[config.mk]
export PLATFORM = sky130hd
export DESIGN_NAME = empty_ptr_pool_flat
export DESIGN_NICKNAME = d
export VERILOG_FILES = /design/src/rtl/empty_ptr_pool_if.sv /design/src/rtl/empty_ptr_pool.sv /design/src/flat_wrapper.sv
export SDC_FILE = /design/constraint.sdc
export NUM_CORES = 2
export LEC_CHECK = 0
export ABC_AREA = 1
export BUFFER_PORTS_ARGS = -buffer_cell sky130_fd_sc_hd__buf_2
export CAP_MARGIN = 0
export CELL_PAD_IN_SITES_DETAIL_PLACEMENT = 1
export CELL_PAD_IN_SITES_GLOBAL_PLACEMENT = 2
export CORE_UTILIZATION = 38
export CTS_CLUSTER_DIAMETER = 30
export DETAILED_ROUTE_END_ITERATION = 10
export PLACE_DENSITY_LB_ADDON = 0.1
export SKIP_CTS_REPAIR_TIMING = 1
export SLEW_MARGIN = 20
export SYNTH_ARGS = -nofsm -noshare
export SYNTH_HDL_FRONTEND = slang
export SYNTH_SLANG_ARGS = --single-unit
[constraint.sdc]
create_clock -name clk_i -period 14.2 [get_ports clk_i]
set_input_delay 1.42 -clock clk_i [delete_from_list [all_inputs] [get_ports clk_i]]
set_output_delay 1.42 -clock clk_i [all_outputs]
set_load 0.02 [all_outputs]
[src/rtl/empty_ptr_pool_if.sv]
// Shared hash-table sizing and the empty-pointer-storage handshake between
// the insert/delete control logic (master) and the free-list pool (slave).
package hash_table;
    localparam int TABLE_ADDR_WIDTH = 8;
endpackage

interface empty_ptr_storage_if #(
    parameter int A_WIDTH = hash_table::TABLE_ADDR_WIDTH
);
    logic               srst;
    logic [A_WIDTH-1:0] add_empty_ptr;
    logic               add_empty_ptr_en;
    logic               next_empty_ptr_rd_ack;
    logic [A_WIDTH-1:0] next_empty_ptr;
    logic               next_empty_ptr_val;

    modport master (
        output srst,
        output add_empty_ptr,
        output add_empty_ptr_en,
        output next_empty_ptr_rd_ack,
        input  next_empty_ptr,
        input  next_empty_ptr_val
    );

    modport slave (
        input  srst,
        input  add_empty_ptr,
        input  add_empty_ptr_en,
        input  next_empty_ptr_rd_ack,
        output next_empty_ptr,
        output next_empty_ptr_val
    );
endinterface

[src/rtl/empty_ptr_pool.sv]
// Free-list manager for hash-table data RAM addresses: fills itself with every
// address after reset, then serves them in FIFO order through a show-ahead head.
module empty_ptr_pool #(
    parameter int A_WIDTH = hash_table::TABLE_ADDR_WIDTH
) (
    input  logic               clk_i,
    input  logic               rst_i,
    empty_ptr_storage_if.slave ptr_if,
    output logic               init_done_o,
    output logic [A_WIDTH:0]   free_cnt_o,
    output logic               overflow_o,
    output logic               underflow_o
);

    localparam int unsigned        DEPTH    = 2 ** A_WIDTH;
    localparam logic [A_WIDTH:0]   FULL_CNT = {1'b1, {A_WIDTH{1'b0}}};
    localparam logic [A_WIDTH:0]   ZERO_CNT = {(A_WIDTH+1){1'b0}};
    localparam logic [A_WIDTH:0]   ONE_CNT  = {{A_WIDTH{1'b0}}, 1'b1};
    localparam logic [A_WIDTH-1:0] ZERO_PTR = {A_WIDTH{1'b0}};
    localparam logic [A_WIDTH-1:0] ONE_PTR  = {{(A_WIDTH-1){1'b0}}, 1'b1};
    localparam logic [A_WIDTH-1:0] LAST_IDX = {A_WIDTH{1'b1}};

    typedef enum logic [0:0] {ST_INIT = 1'b0, ST_RUN = 1'b1} state_t;

    state_t             state_r, state_nxt_s;
    logic [A_WIDTH-1:0] mem_r [DEPTH];
    logic [A_WIDTH-1:0] init_idx_r, wr_ptr_r, rd_ptr_r, head_r;
    logic [A_WIDTH:0]   count_r;
    logic               val_r, init_done_r, overflow_r, underflow_r;

    logic               pop_s, push_s, we_s, ovf_set_s, unf_set_s, init_last_s, bypass_s;
    logic [A_WIDTH-1:0] waddr_s, wdata_s, rd_ptr_nxt_s;
    logic [A_WIDTH:0]   count_nxt_s;

    assign init_last_s = (init_idx_r == LAST_IDX);

    // FSM state register
    always_ff @(posedge clk_i or posedge rst_i) begin
        if (rst_i) begin
            state_r <= ST_INIT;
        end else begin
            state_r <= state_nxt_s;
        end
    end

    // FSM next-state logic
    always_comb begin
        state_nxt_s = state_r;
        if (ptr_if.srst) begin
            state_nxt_s = ST_INIT;
        end else begin
            case (state_r)
                ST_INIT: state_nxt_s = init_last_s ? ST_RUN : ST_INIT;
                ST_RUN:  state_nxt_s = ST_RUN;
                default: state_nxt_s = ST_INIT;
            endcase
        end
    end

    // FSM outputs: RAM write port and push/pop/flag decisions
    always_comb begin
        pop_s     = 1'b0;
        push_s    = 1'b0;
        we_s      = 1'b0;
        ovf_set_s = 1'b0;
        unf_set_s = 1'b0;
        waddr_s   = wr_ptr_r;
        wdata_s   = ptr_if.add_empty_ptr;
        if (ptr_if.srst) begin
            we_s = 1'b0;
        end else begin
            case (state_r)
                ST_INIT: begin
                    we_s      = 1'b1;
                    waddr_s   = init_idx_r;
                    wdata_s   = init_idx_r;
                    ovf_set_s = ptr_if.add_empty_ptr_en;
                    unf_set_s = ptr_if.next_empty_ptr_rd_ack;
                end
                ST_RUN: begin
                    pop_s     = ptr_if.next_empty_ptr_rd_ack & val_r;
                    unf_set_s = ptr_if.next_empty_ptr_rd_ack & ~val_r;
                    // a same-cycle pop frees the slot, so a full pool still accepts
                    push_s    = ptr_if.add_empty_ptr_en & ((count_r != FULL_CNT) | pop_s);
                    ovf_set_s = ptr_if.add_empty_ptr_en & ~push_s;
                    we_s      = push_s;
                end
                default: begin
                    we_s = 1'b0;
                end
            endcase
        end
    end

    // Next count, read pointer and write-to-read bypass detection
    always_comb begin
        case ({push_s, pop_s})
            2'b10:   count_nxt_s = count_r + ONE_CNT;
            2'b01:   count_nxt_s = count_r - ONE_CNT;
            default: count_nxt_s = count_r;
        endcase
        rd_ptr_nxt_s = pop_s ? (rd_ptr_r + ONE_PTR) : rd_ptr_r;
        bypass_s     = we_s & (waddr_s == rd_ptr_nxt_s);
    end

    // Pool storage, written by the fill sequence or by returned pointers
    always_ff @(posedge clk_i) begin
        if (we_s) begin
            mem_r[waddr_s] <= wdata_s;
        end
    end

    // Pointers, count, show-ahead head register and sticky flags
    always_ff @(posedge clk_i or posedge rst_i) begin
        if (rst_i) begin
            init_idx_r  <= ZERO_PTR;
            wr_ptr_r    <= ZERO_PTR;
            rd_ptr_r    <= ZERO_PTR;
            head_r      <= ZERO_PTR;
            count_r     <= ZERO_CNT;
            val_r       <= 1'b0;
            init_done_r <= 1'b0;
            overflow_r  <= 1'b0;
            underflow_r <= 1'b0;
        end else if (ptr_if.srst) begin
            init_idx_r  <= ZERO_PTR;
            wr_ptr_r    <= ZERO_PTR;
            rd_ptr_r    <= ZERO_PTR;
            head_r      <= ZERO_PTR;
            count_r     <= ZERO_CNT;
            val_r       <= 1'b0;
            init_done_r <= 1'b0;
            overflow_r  <= 1'b0;
            underflow_r <= 1'b0;
        end else begin
            overflow_r  <= overflow_r | ovf_set_s;
            underflow_r <= underflow_r | unf_set_s;
            // registered RAM read of the next head; bypass covers a same-edge write
            head_r      <= bypass_s ? wdata_s : mem_r[rd_ptr_nxt_s];
            if (state_r == ST_INIT) begin
                init_idx_r <= init_idx_r + ONE_PTR;
                if (init_last_s) begin
                    count_r     <= FULL_CNT;
                    val_r       <= 1'b1;
                    init_done_r <= 1'b1;
                end else begin
                    count_r     <= ZERO_CNT;
                    val_r       <= 1'b0;
                    init_done_r <= 1'b0;
                end
            end else begin
                count_r  <= count_nxt_s;
                val_r    <= (count_nxt_s != ZERO_CNT);
                rd_ptr_r <= rd_ptr_nxt_s;
                wr_ptr_r <= push_s ? (wr_ptr_r + ONE_PTR) : wr_ptr_r;
            end
        end
    end

    assign ptr_if.next_empty_ptr     = head_r;
    assign ptr_if.next_empty_ptr_val = val_r;
    assign init_done_o               = init_done_r;
    assign free_cnt_o                = count_r;
    assign overflow_o                = overflow_r;
    assign underflow_o               = underflow_r;

endmodule

[src/flat_wrapper.sv]
// flat-port wrapper written by rule: the top's interface ports become plain ports
module empty_ptr_pool_flat 
#(
    parameter int A_WIDTH = hash_table::TABLE_ADDR_WIDTH
)
  (clk_i, rst_i, init_done_o, free_cnt_o, overflow_o, underflow_o, ptr_if_srst, ptr_if_add_empty_ptr, ptr_if_add_empty_ptr_en, ptr_if_next_empty_ptr_rd_ack, ptr_if_next_empty_ptr, ptr_if_next_empty_ptr_val);
  empty_ptr_storage_if #(.A_WIDTH(A_WIDTH)) ptr_if_i ();
  input  logic clk_i;
  input  logic rst_i;
  output logic init_done_o;
  output logic [A_WIDTH:0] free_cnt_o;
  output logic overflow_o;
  output logic underflow_o;
  input wire logic [$bits(ptr_if_i.srst)-1:0] ptr_if_srst;
  input wire logic [$bits(ptr_if_i.add_empty_ptr)-1:0] ptr_if_add_empty_ptr;
  input wire logic [$bits(ptr_if_i.add_empty_ptr_en)-1:0] ptr_if_add_empty_ptr_en;
  input wire logic [$bits(ptr_if_i.next_empty_ptr_rd_ack)-1:0] ptr_if_next_empty_ptr_rd_ack;
  output wire logic [$bits(ptr_if_i.next_empty_ptr)-1:0] ptr_if_next_empty_ptr;
  output wire logic [$bits(ptr_if_i.next_empty_ptr_val)-1:0] ptr_if_next_empty_ptr_val;
  assign ptr_if_i.srst = ptr_if_srst;
  assign ptr_if_i.add_empty_ptr = ptr_if_add_empty_ptr;
  assign ptr_if_i.add_empty_ptr_en = ptr_if_add_empty_ptr_en;
  assign ptr_if_i.next_empty_ptr_rd_ack = ptr_if_next_empty_ptr_rd_ack;
  assign ptr_if_next_empty_ptr = ptr_if_i.next_empty_ptr;
  assign ptr_if_next_empty_ptr_val = ptr_if_i.next_empty_ptr_val;
  empty_ptr_pool #(.A_WIDTH(A_WIDTH)) u_core (.clk_i(clk_i), .rst_i(rst_i), .ptr_if(ptr_if_i), .init_done_o(init_done_o), .free_cnt_o(free_cnt_o), .overflow_o(overflow_o), .underflow_o(underflow_o));
endmodule
==> flow_summary.yaml <==
hold_path:
  hold_end: "u_core.overflow_o"
  hold_path.class: "flip-flop to flip-flop"
  min_path_cells: 2
  worstHoldStart: "u_core.overflow_o"
floorplan:
  die_h_um: 497.4
  ios: 34
  die_area_um2: 247500
  num_rows: 181
  core_area_um2: 243700
  initial_core_util: 0.3828
  die_w_um: 497.4
finish:
  post-route-cell-area_um2: 114200
  nets: 9330
  drive_gt1_frac: 0.1114
  layout_commonest_cell: "nand3_1"
  final_cell_mix: "nand3_1 (2072), edfxtp_1 (2048), inv_1 (1884), nand2_1 (1849), clkbuf_16 (573)"
  synthToLayoutAreaGrowth_pct: 22.40
  post-route-util: 0.4685
global_routing:
  grt_util_met1: 0.3422
  gr-usage-all-layers: 0.2527
  grt.busiest_layer: "met2"
  met2_usage: 0.4163
  first_global_vias: 69580
  grt_pass1_wl_mm: 463.8
  grt_max_degree: 175
  antenna_found_initial: 14
  overflow: 0
  met3_usage: 0.03835
timing:
  final.setup.tns_ns: 0
  maxSlewViolCount: 0
  fin_ws_ns: 7.594
  tightest_slew_ns: 1.257
  max_freq_mhz: 151.4
  fin_crit_sh: 0.4652
  hold_slack_ns: 0.5025
  finClkSkew_ns: 0.05298
  rsz0062_at_grt: "no"
  setup_viol: 0
  timing.slew.headroom: 0.1597
  final_hold_viol_count: 0
  post-route-min-period_ns: 6.606
logic_synthesis:
  avgSynthCellArea_um2: 10.25
  synth-main-ff-cell: "edfxtp_1"
  synth.cell_area_um2: 93280
  synth_warnings: 0
  synthCells: 9102
  yosys_register_bits: 2094
  synth_edf_count: 2048
  synthArstFlopShare: 0.02197
  synth_nets: 9122
  synth_seq_area_share: 0.6717
  synth.distinct_cells: 49
status:
  outcome: "complete, no violations"
clock_network:
  cts_max_path_buffers: 4
  cts_root_buffer: "clkbuf_16"
  htreeDepth: 6
  clock_latency_ns: 0.95
  cts.sinks: 2094
  cts_made_buffers: 559
  cts_tree: "done"
  clkTransAtPathRegs_ns: 0.04
setup_path:
  critPathMaxFanout: 136
  timing.rr.start: "u_core.state_r"
  path_class: "input pin to flip-flop"
  r2r-end: "u_core.ptr_if.next_empty_ptr[0]"
  reg2reg_depth: 18
  end_kind: "flip-flop"
  cp-start-kind: "input pin"
  required_ns: 15.09
  rrSetupSlack_ns: 7.72
  crit_arrival_ns: 7.49
placement:
  preCtsSetupSlack_ns: 6.728
  hpwl_mm: 175.2
  gp_congestion: 0.7792
  port_buffers: 33
  postPlaceCellArea_um2: 96300
power_and_ir_drop:
  leakage_nw: 48.01
  power.density_nw_per_um2: 166.7
  ir_drop_v: 0.0001023
drt:
  drt_iter0_markers: 4367
  ant_nets: 0
  drc: 0
  wirelength_mm: 314.1
  drtPass1Iterations: 6
  via_per_inst: 5.117
  vias: 66170
  routedWlPerCell_um: 24.29
run:
  cap_violations: 0
-- registers in the layout (all words and copies together) (netlist names) --
name,count
u_core.ptr_if.next_empty_ptr_val,1
u_core.ptr_if.next_empty_ptr,8
u_core.underflow_o,1
u_core.state_r,1
u_core.rd_ptr_r,8
u_core.wr_ptr_r,8
u_core.overflow_o,1
u_core.mem_r,2048
u_core.free_cnt_o,9
u_core.init_idx_r,8
u_core.init_done_o,1
-- kinds of logic (layout without fill, tap and decap cells) --
kind of cell | Yosys count | after routing | synth area share
adder cells (fa/ha/maj) | 7 | 7 | 0.0009389
flip-flops | 2094 | 2094 | 0.6717
AO/OA/AOI/OAI | 127 | 127 | 0.008665
AND/OR/NAND/NOR | 4473 | 4473 | 0.2150
buffers and inverters | 2390 | 3015 | 0.1026
other | 0 | 4 | 0
XOR/XNOR | 11 | 11 | 0.001194
-- cell type report --
cell class	count	area [um2]
antenna	4	10.01
clock buffer	663	14730
clock inverter	315	3102
fill	26110	129500
inverter	1895	7137
multi-input combinational	4618	21360
sequential	2094	62650
tap	3202	4006
timing repair buffer	142	1179
-- metal layers --
layer  vias to the layer above  part of all wire
met5                         -                 0
met4                         0             0.025
met3                       468             0.045
met2                      1542              0.48
met1                     33830              0.45
li1                      30330                 -
-- per-stage QoR --
stage | std cells | total power, mW
6_report | 12930 | 19.04
5_1_grt | 12930 | 19.50
4_1_cts | 12930 | 19.19
3_5_place_dp | 11950 | 7.199
3_3_place_gp | 11950 | 7.195
2_1_floorplan | 9102 | 7.111
-- power breakdown --
part | total (mW) | switching [mW] | internal (mW)
sequential | 6.85 | 0.00253 | 6.85
clock | 11.9 | 3.69 | 8.25
combinational | 0.244 | 0.219 | 0.0244
-- worst max path at each step --
stage	startpoint	to	slack, ns	depth (start not counted)
floorplan	ptr_if_srst	u_core.mem_r[0][5]	-0.13	6
global placement	ptr_if_srst	u_core.ptr_if.next_empty_ptr[0]	6.78	18
detailed placement	ptr_if_srst	u_core.ptr_if.next_empty_ptr[7]	6.73	18
CTS	ptr_if_srst	u_core.ptr_if.next_empty_ptr[7]	7.75	18
global route	ptr_if_srst	u_core.ptr_if.next_empty_ptr[2]	7.43	18
finish	ptr_if_srst	u_core.ptr_if.next_empty_ptr[0]	7.59	18
-- critical path, stage by stage --
cell	delay, ns
buf_2	0.28
nor2_8	0.22
nand3_2	0.66
buf_4	0.57
nand2_8	0.67
buf_12	0.53
buf_4	0.78
or2_1	0.19
nand3_1	0.06
nand3_1	0.13
nand3_1	0.13
nand3_1	0.16
nand3_1	0.33
nand3_1	0.41
nand3_1	0.40
nand3_1	0.19
nand2_1	0.08
inv_1	0.05
-- synth_stat cells (2+ instances only) --
cell	instances	area (um2)
buf_4	21	157.7
nor2_4	2	22.52
nand3_1	2080	10410
clkbuf_1	109	409.1
buf_1	16	60.06
nand3_2	3	30.03
xnor2_1	3	26.28
nor2_1	301	1130
a21oi_1	21	105.1
nand2_1	1853	6955
inv_4	2	12.51
or2_1	74	462.9
o21ai_0	33	165.2
nor4_1	7	43.79
inv_1	1886	7079
buf_6	12	135.1
dfrtp_1	46	1151
or2_0	20	125.1
nor3_1	15	75.07
nand2_2	8	50.05
ha_1	7	87.58
o21a_1	3	22.52
or2_2	90	563.0
clkinv_1	2	7.510
o211ai_1	56	420.4
nor2_8	2	40.04
o21ai_1	5	25.02
edfxtp_1	2048	61500
inv_2	4	15.01
buf_2	337	1687
a21oi_2	2	17.52
xor2_1	6	52.55
nand4_1	12	75.07
Power figures use the tool's default switching activity.
